**config.mk**
```make
export PLATFORM = sky130hd
export DESIGN_NAME = axis_sniffer_capture_ctrl
export DESIGN_NICKNAME = d
export VERILOG_FILES = /design/src/rtl/axis_sniffer_capture_ctrl.sv
export SDC_FILE = /design/constraint.sdc
export NUM_CORES = 1
export LEC_CHECK = 0
export BUFFER_PORTS_ARGS = -buffer_cell sky130_fd_sc_hd__clkbuf_2
export CAP_MARGIN = 10
export CORE_UTILIZATION = 47
export DETAILED_ROUTE_END_ITERATION = 6
export GPL_TIMING_DRIVEN = 0
export PLACE_DENSITY_LB_ADDON = 0.15
export SLEW_MARGIN = 0
export SYNTH_ARGS = -nofsm -noshare
export SYNTH_HDL_FRONTEND = slang
export SYNTH_SLANG_ARGS = --single-unit
export TNS_END_PERCENT = 10
```
**constraint.sdc**
```tcl
create_clock -name aclk -period 2.3 [get_ports aclk]
set_input_delay 0.23 -clock aclk [delete_from_list [all_inputs] [get_ports aclk]]
set_output_delay 0.23 -clock aclk [all_outputs]
set_load 0.02 [all_outputs]
```
**src/rtl/axis_sniffer_capture_ctrl.sv**
```systemverilog
`default_nettype none
// ============================================================================
// Module   : axis_sniffer_capture_ctrl
// Brief    : Passes the main AXI-Stream path through untouched and captures a
//            decimated, tlast-terminated burst onto a registered monitor stream.
// Revision : 1.0 - initial release
// ============================================================================
module axis_sniffer_capture_ctrl #(
    parameter int AXIS_TDATA_WIDTH = 32,
    parameter int COUNT_WIDTH      = 16
) (
    input  logic                        aclk,
    input  logic                        reset,
    input  logic                        start,
    input  logic                        abort,
    input  logic [COUNT_WIDTH-1:0]      length,
    input  logic [COUNT_WIDTH-1:0]      decimation,
    input  logic                        S_AXIS_tvalid,
    input  logic [AXIS_TDATA_WIDTH-1:0] S_AXIS_tdata,
    output logic                        S_AXIS_tready,
    input  logic                        M_AXIS_tready,
    output logic                        M_AXIS_tvalid,
    output logic [AXIS_TDATA_WIDTH-1:0] M_AXIS_tdata,
    input  logic                        MS_AXIS_tready,
    output logic                        MS_AXIS_tvalid,
    output logic [AXIS_TDATA_WIDTH-1:0] MS_AXIS_tdata,
    output logic                        MS_AXIS_tlast,
    output logic                        busy,
    output logic                        done,
    output logic                        overflow
);

    typedef enum logic [1:0] {
        S_IDLE    = 2'd0,
        S_CAPTURE = 2'd1,
        S_DRAIN   = 2'd2
    } state_t;

    localparam logic [COUNT_WIDTH-1:0] c_zero = '0;
    localparam logic [COUNT_WIDTH-1:0] c_one  = COUNT_WIDTH'(1);

    state_t                      r_state;
    state_t                      w_state_next;
    logic [COUNT_WIDTH-1:0]      r_remaining;
    logic [COUNT_WIDTH-1:0]      r_dec_cnt;
    logic [COUNT_WIDTH-1:0]      r_dec_reload;
    logic                        r_ms_tvalid;
    logic                        r_ms_tlast;
    logic [AXIS_TDATA_WIDTH-1:0] r_ms_tdata;
    logic                        r_done;
    logic                        r_overflow;

    logic w_beat;
    logic w_free;
    logic w_slot;
    logic w_load;
    logic w_last_sample;
    logic w_ms_hs;

    // Main path is a pure wire-through; the monitor never throttles it.
    assign M_AXIS_tvalid = S_AXIS_tvalid;
    assign M_AXIS_tdata  = S_AXIS_tdata;
    assign S_AXIS_tready = M_AXIS_tready;

    assign w_beat        = S_AXIS_tvalid & M_AXIS_tready;
    assign w_free        = ~r_ms_tvalid | MS_AXIS_tready;
    assign w_ms_hs       = r_ms_tvalid & MS_AXIS_tready;
    assign w_slot        = (r_state == S_CAPTURE) & w_beat & (r_dec_cnt == c_zero);
    assign w_load        = w_slot & w_free;
    assign w_last_sample = (r_remaining == c_one);

    always_ff @(posedge aclk) begin
        if (reset) begin
            r_state <= S_IDLE;
        end else begin
            r_state <= w_state_next;
        end
    end

    always_comb begin
        w_state_next = r_state;
        if (abort) begin
            w_state_next = S_IDLE;
        end else begin
            case (r_state)
                S_IDLE: begin
                    if (start && (length != c_zero)) begin
                        w_state_next = S_CAPTURE;
                    end
                end
                S_CAPTURE: begin
                    if (w_load && w_last_sample) begin
                        w_state_next = S_DRAIN;
                    end
                end
                S_DRAIN: begin
                    if (w_ms_hs && r_ms_tlast) begin
                        w_state_next = S_IDLE;
                    end
                end
                default: w_state_next = S_IDLE;
            endcase
        end
    end

    always_ff @(posedge aclk) begin
        if (reset) begin
            r_remaining  <= '0;
            r_dec_cnt    <= '0;
            r_dec_reload <= '0;
            r_ms_tvalid  <= 1'b0;
            r_ms_tlast   <= 1'b0;
            r_ms_tdata   <= '0;
            r_done       <= 1'b0;
            r_overflow   <= 1'b0;
        end else begin
            r_done <= 1'b0;
            if (w_ms_hs) begin
                r_ms_tvalid <= 1'b0;
                r_ms_tlast  <= 1'b0;
            end
            if (abort) begin
                // Held sample is discarded; overflow survives for inspection.
                r_ms_tvalid <= 1'b0;
                r_ms_tlast  <= 1'b0;
            end else begin
                case (r_state)
                    S_IDLE: begin
                        if (start) begin
                            r_overflow   <= 1'b0;
                            r_remaining  <= length;
                            r_dec_cnt    <= '0;
                            r_dec_reload <= (decimation == c_zero) ? c_zero : (decimation - c_one);
                            if (length == c_zero) begin
                                r_done <= 1'b1;
                            end
                        end
                    end
                    S_CAPTURE: begin
                        if (w_beat) begin
                            if (r_dec_cnt != c_zero) begin
                                r_dec_cnt <= r_dec_cnt - c_one;
                            end else begin
                                r_dec_cnt <= r_dec_reload;
                                if (w_free) begin
                                    r_ms_tdata  <= S_AXIS_tdata;
                                    r_ms_tvalid <= 1'b1;
                                    r_ms_tlast  <= w_last_sample;
                                    r_remaining <= r_remaining - c_one;
                                end else begin
                                    // Dropped slot: remaining untouched so the burst still delivers length samples.
                                    r_overflow <= 1'b1;
                                end
                            end
                        end
                    end
                    S_DRAIN: begin
                        if (w_ms_hs && r_ms_tlast) begin
                            r_done <= 1'b1;
                        end
                    end
                    default: ;
                endcase
            end
        end
    end

    assign MS_AXIS_tvalid = r_ms_tvalid;
    assign MS_AXIS_tdata  = r_ms_tdata;
    assign MS_AXIS_tlast  = r_ms_tlast;
    assign busy           = (r_state != S_IDLE);
    assign done           = r_done;
    assign overflow       = r_overflow;

endmodule
`default_nettype wire

```
# Word-level counts from Yosys, hierarchy flattened
# Index checks and enable logic that the tools add are counted.
# word_totals
reg_bits,86
in_bits,71
out_inout_bits,71
# op_classes
n_addsub,3
eq_ne,11
muxes,33
bitwise_logic,9
n_reduce_logical,18
# ops
cell,count
two-way mux 16 bit,8
one-hot mux 16 bit (2 select lines),2
zero test 16 bit,3
"subtractor 16 x 1 -> 16 bit, second input constant",3
nonzero test 16 bit,2
two-way mux 1 bit,17
"== test 16 x 1 -> 1 bit, second input constant",1
"inequality test 2 bit, second input constant",7
AND reduction 6 bit,2
two-way mux 2 bit,3
one-hot mux 2 bit (3 select lines),1
AND reduction 3 bit,2
bitwise AND 1 bit,5
AND reduction 5 bit,1
one-hot mux 1 bit (2 select lines),2
AND reduction 4 bit,1
nonzero test 2 bit,2
logical AND 1 bit,3
NOT 1 bit,3
"== test 2 x 1 -> 1 bit, second input constant",1
"== test 2 bit, second input constant",1
zero test 2 bit,1
"inequality test 2 x 1 -> 1 bit, second input constant",1
OR reduction 2 bit,1
bitwise OR 1 bit,1

# Longest topological paths before layout
# logic_depth
depth_word,7
depth_mapped,9
depth_no_buf,8

# Worst setup path after synthesis
# No wires, ideal clock.
# synth_path
path_type,register to register
startpoint,register r_dec_cnt[7]
endpoint,register r_remaining[14]
setup_time_ps,132
arrival_ps,2211
required_ps,2168
slack_ps,-44
stages_incl_launch_ff,10
cell_sequence,dfxtp_1 > or4_1 > buf_2 > or4_1 > buf_2 > o21ai_4 > nand2_2 > buf_2 > o21ai_0 > a21oi_1
# synth_between
elab_chain_cells,3
# synth_lines
item,line_no,rtl
from (decl),45,logic [COUNT_WIDTH-1:0] r_dec_cnt;
from (signal assigned),142,r_dec_cnt <= r_dec_cnt - c_one;
from (signal assigned),144,r_dec_cnt <= r_dec_reload;
nonzero test 16 bit,141,if (r_dec_cnt != c_zero) begin
inequality test 2 bit (no line),n/a,
AND reduction 6 bit (no line),n/a,
to (signal assigned),131,r_remaining <= length;
to (signal assigned),149,r_remaining <= r_remaining - c_one;
to (decl),44,logic [COUNT_WIDTH-1:0] r_remaining;
# Every way passes these cells.
# A chain may end at the register's enable or synchronous reset.

# Final worst setup path
# layout_path
startpoint,register r_dec_cnt[8]
endpoint,register r_remaining[13]
# The elaborated chain is that of the path after synthesis.

==> metrics <==
WL/cell=between 10 and 15 um; latest clock arrival within the worst-skew pair=approximately 0.36 ns; area of the die=about 0.01 mm2; clk root buf=clkbuf_8; FILL cells=about 820; DRT iter0 DRCs=around 230; antenna viol nets, final=0; Post-CTS Hold Buffers=0; initial antenna violation count=0; max-cap viol count=0; Die Width=101 um; Final Util=0.645; Worst Path Arrival=about 2.6 ns; most frequent cells in the layout=144 x clkbuf_2, 117 x nand2_1, 85 x dfxtp_1, 62 x a21oi_1, 46 x buf_4; cell with the largest stage delay on the worst path=or4_4; routed wire length=13,400 um; asr flop ratio synth=0; unrepaired setup endpoints after global routing=true; CP Class=reg2reg; CTS max path bufs=2; final period utilization=1.02; Site Rows=35; Rel. slew slack=0.564; GR Util All Layers=0.269; area growth from synthesis to layout=31.9%; DR pass1 iterations=5; gr ovfl total=0; area of the core=a little over 0.009 mm2; Ant. Diodes=0; sw frac=0.299; Comb pwr share=0.190; Buf+Inv Stages, Crit Path=0; yosys warns=0; Via-to-Cell Ratio=approximately 5.5; maximum vdd ir drop=298 uV; Yosys cell types=53; synthesis-stage register bit count=86; largest net degree at the start of global routing=17; PwrDens=about 560 mW/mm2; Slew @ Worst Pin=~0.65 ns; worst path required time=~2.5 ns; clk slew on worst S/H paths=around 0.090 ns; Cells after Synth=about 600; Crit path max-delay family=simple AND/OR/NAND/NOR gates; footprint of the multi-input gates=~0.0026 mm2; crit path max fanout=4; TritonCTS clock tree=done; final hold viol count=0; Tmin final=2.34 ns; TritonCTS Buffers=9; Slew Viols, Final=0; starting density of the core=0.489; Int Pwr=between 2 and 2.5 mW; layout cells sized above 1=0.354; final non-filler cell area=roughly 0.006 mm2; syn nets=between 600 and 700; Final nets=between 800 and 900; skew final=0.0100 ns; Max Clk Rate=roughly 430 MHz; most frequent CP cell=or4_4; Post-synth EDFFs=0; setup ws final=-0.0430 ns; Reg power frac=0.468; sequential fraction of the synthesis area=0.377; Net Sw Power=between 0.9 and 1 mW; HP Class=in2reg; slowest stage delay, CP=about 0.57 ns; cells along the critical path=or4_4, nor4_4, nand2_2, or4_4, o211ai_1, o31ai_2; Critical Path Start Type=flop; failing checks=setup timing; placed wire-length estimate=about 10000 um; H-tree Lvls=3; placed cell areas=0.00546 mm2; commonest non-fill, non-tap cell in the layout=clkbuf_2; post-synthesis cell area=roughly 0.0046 mm2; Die H=between 100 and 150 um; PortBufs=141; Primary FF master, synth=dfxtp_1; CTS Sinks=between 80 and 90; # IOs=around 140; Critical Path End Type=flop; routed vias=a little under 5,000; leakage=2.48 nW; first-pass GRT wire length=approximately 21,000 um; Mapped Avg Cell Area=around 7.6 um2; flip-flop and latch area=between 0.0015 and 0.002 mm2; DRC Markers=0; status=complete, but fails checks; Clock Power Share=0.342; RePlAce Congestion=~0.9; vias in the first global route=4,520; # setup viols final=40
timing repair:
| item | CTS | global route |
|---|---|---|
| endpoints found under the hold margin | 0 | 0 |
| buffers inserted | 14 | 1 |
| cloned | 1 | 0 |
| setup endpoints to repair | 66 | 75 |
| gates resized for setup | 47 | 32 |
| pin swaps | 15 | 5 |
power by group through the flow:
stage	clock network (mW)	logic (mW)	registers (mW)
after detailed placement	0	0.569	1.60
final	1.14	0.635	1.56
after global placement	0	0.563	1.59
after CTS	1.17	0.612	1.56
after floorplan	0	0.359	1.59
after global routing	1.22	0.686	1.57
flip-flops by register name (all words and copies together), names as in the netlist:
| name | flops |
|---|---|
| MS_AXIS_tvalid | 1 |
| MS_AXIS_tlast | 1 |
| done | 1 |
| overflow | 1 |
| MS_AXIS_tdata | 32 |
| r_remaining | 16 |
| r_dec_reload | 16 |
| r_state | 2 |
| r_dec_cnt | 16 |
metal layers:
metal | part of all wire | vias to the layer above | global-route usage
met1 | 0.43 | 2231 | 0.331
li1 | - | 2434 | -
met5 | 0 | - | 0
met3 | 0.071 | 33 | 0.0437
met2 | 0.47 | 237 | 0.460
met4 | 0.028 | 0 | 0.125
worst reg2reg max path, cell delays in order (launching register included):
cell,delay [ns]
dfxtp_2,0.33
or4_4,0.57
nor4_4,0.37
nand2_2,0.13
or4_4,0.51
o211ai_1,0.22
o31ai_2,0.09
cell usage after synthesis, types with 4 or more instances:
cell type | n | share of area
nand2_1 | 128 | 0.11
dfxtp_1 | 86 | 0.38
a21oi_1 | 69 | 0.076
nor2_1 | 41 | 0.034
buf_4 | 34 | 0.056
o21ai_0 | 27 | 0.030
clkbuf_1 | 23 | 0.019
nor3_1 | 19 | 0.021
nor4_1 | 13 | 0.018
nand2b_1 | 11 | 0.015
a31oi_1 | 10 | 0.014
nand3_1 | 10 | 0.011
xnor2_1 | 10 | 0.019
a22oi_1 | 7 | 0.012
inv_1 | 7 | 0.0058
nand3b_1 | 7 | 0.012
o211ai_1 | 7 | 0.012
o31ai_1 | 7 | 0.012
buf_2 | 6 | 0.0066
ha_1 | 6 | 0.016
o21ai_1 | 6 | 0.0066
a211oi_1 | 5 | 0.0082
o32ai_1 | 5 | 0.0096
or4_1 | 5 | 0.0082
nand4_1 | 4 | 0.0055
nor3b_1 | 4 | 0.0066
area by class of cell:
type,count,area share
Clock inverter,6,0.0125
Tap cell,129,0.0268
Inverter,7,0.00436
Sequential cell,86,0.286
Clock buffer,10,0.0229
Multi-Input combinational cell,443,0.431
Buffer,63,0.0763
Timing Repair Buffer,157,0.140
cells by family after synthesis:
family | Yosys count | synth area share
AO/OA/AOI/OAI | 158 | 0.207
XOR/XNOR | 13 | 0.0250
adder cells (fa/ha/maj) | 6 | 0.0165
buffers and inverters | 73 | 0.0946
flip-flops | 86 | 0.377
multiplexers | 1 | 0.00247
AND/OR/NAND/NOR | 265 | 0.277
per-stage QoR:
step,instances,setup TNS (ns),total power [mW],setup slack (ns),hold WS [ns]
after global placement,872,-17.39,2.16,-0.546,0.442
after CTS,901,-0.327,3.34,-0.0377,0.0756
final,901,-1.01,3.34,-0.0430,0.0885
after detailed placement,872,-20.63,2.16,-0.651,0.447
after global routing,901,-4.71,3.48,-0.130,0.0937
after floorplan,602,-0.175,1.95,-0.0110,0.345
final timing paths:
kind	slack [ns]	from	cells after the start	end
worst max register to register	-0.04	r_dec_cnt[8]	6	r_remaining[13]
worst min register to register	0.46	r_dec_reload[7]	2	r_dec_reload[7]
worst max-delay path	-0.04	r_dec_cnt[8]	6	r_remaining[13]
worst min-delay path	0.09	S_AXIS_tdata[28]	3	MS_AXIS_tdata[28]
No activity file was read; power rests on OpenSTA's default activity.
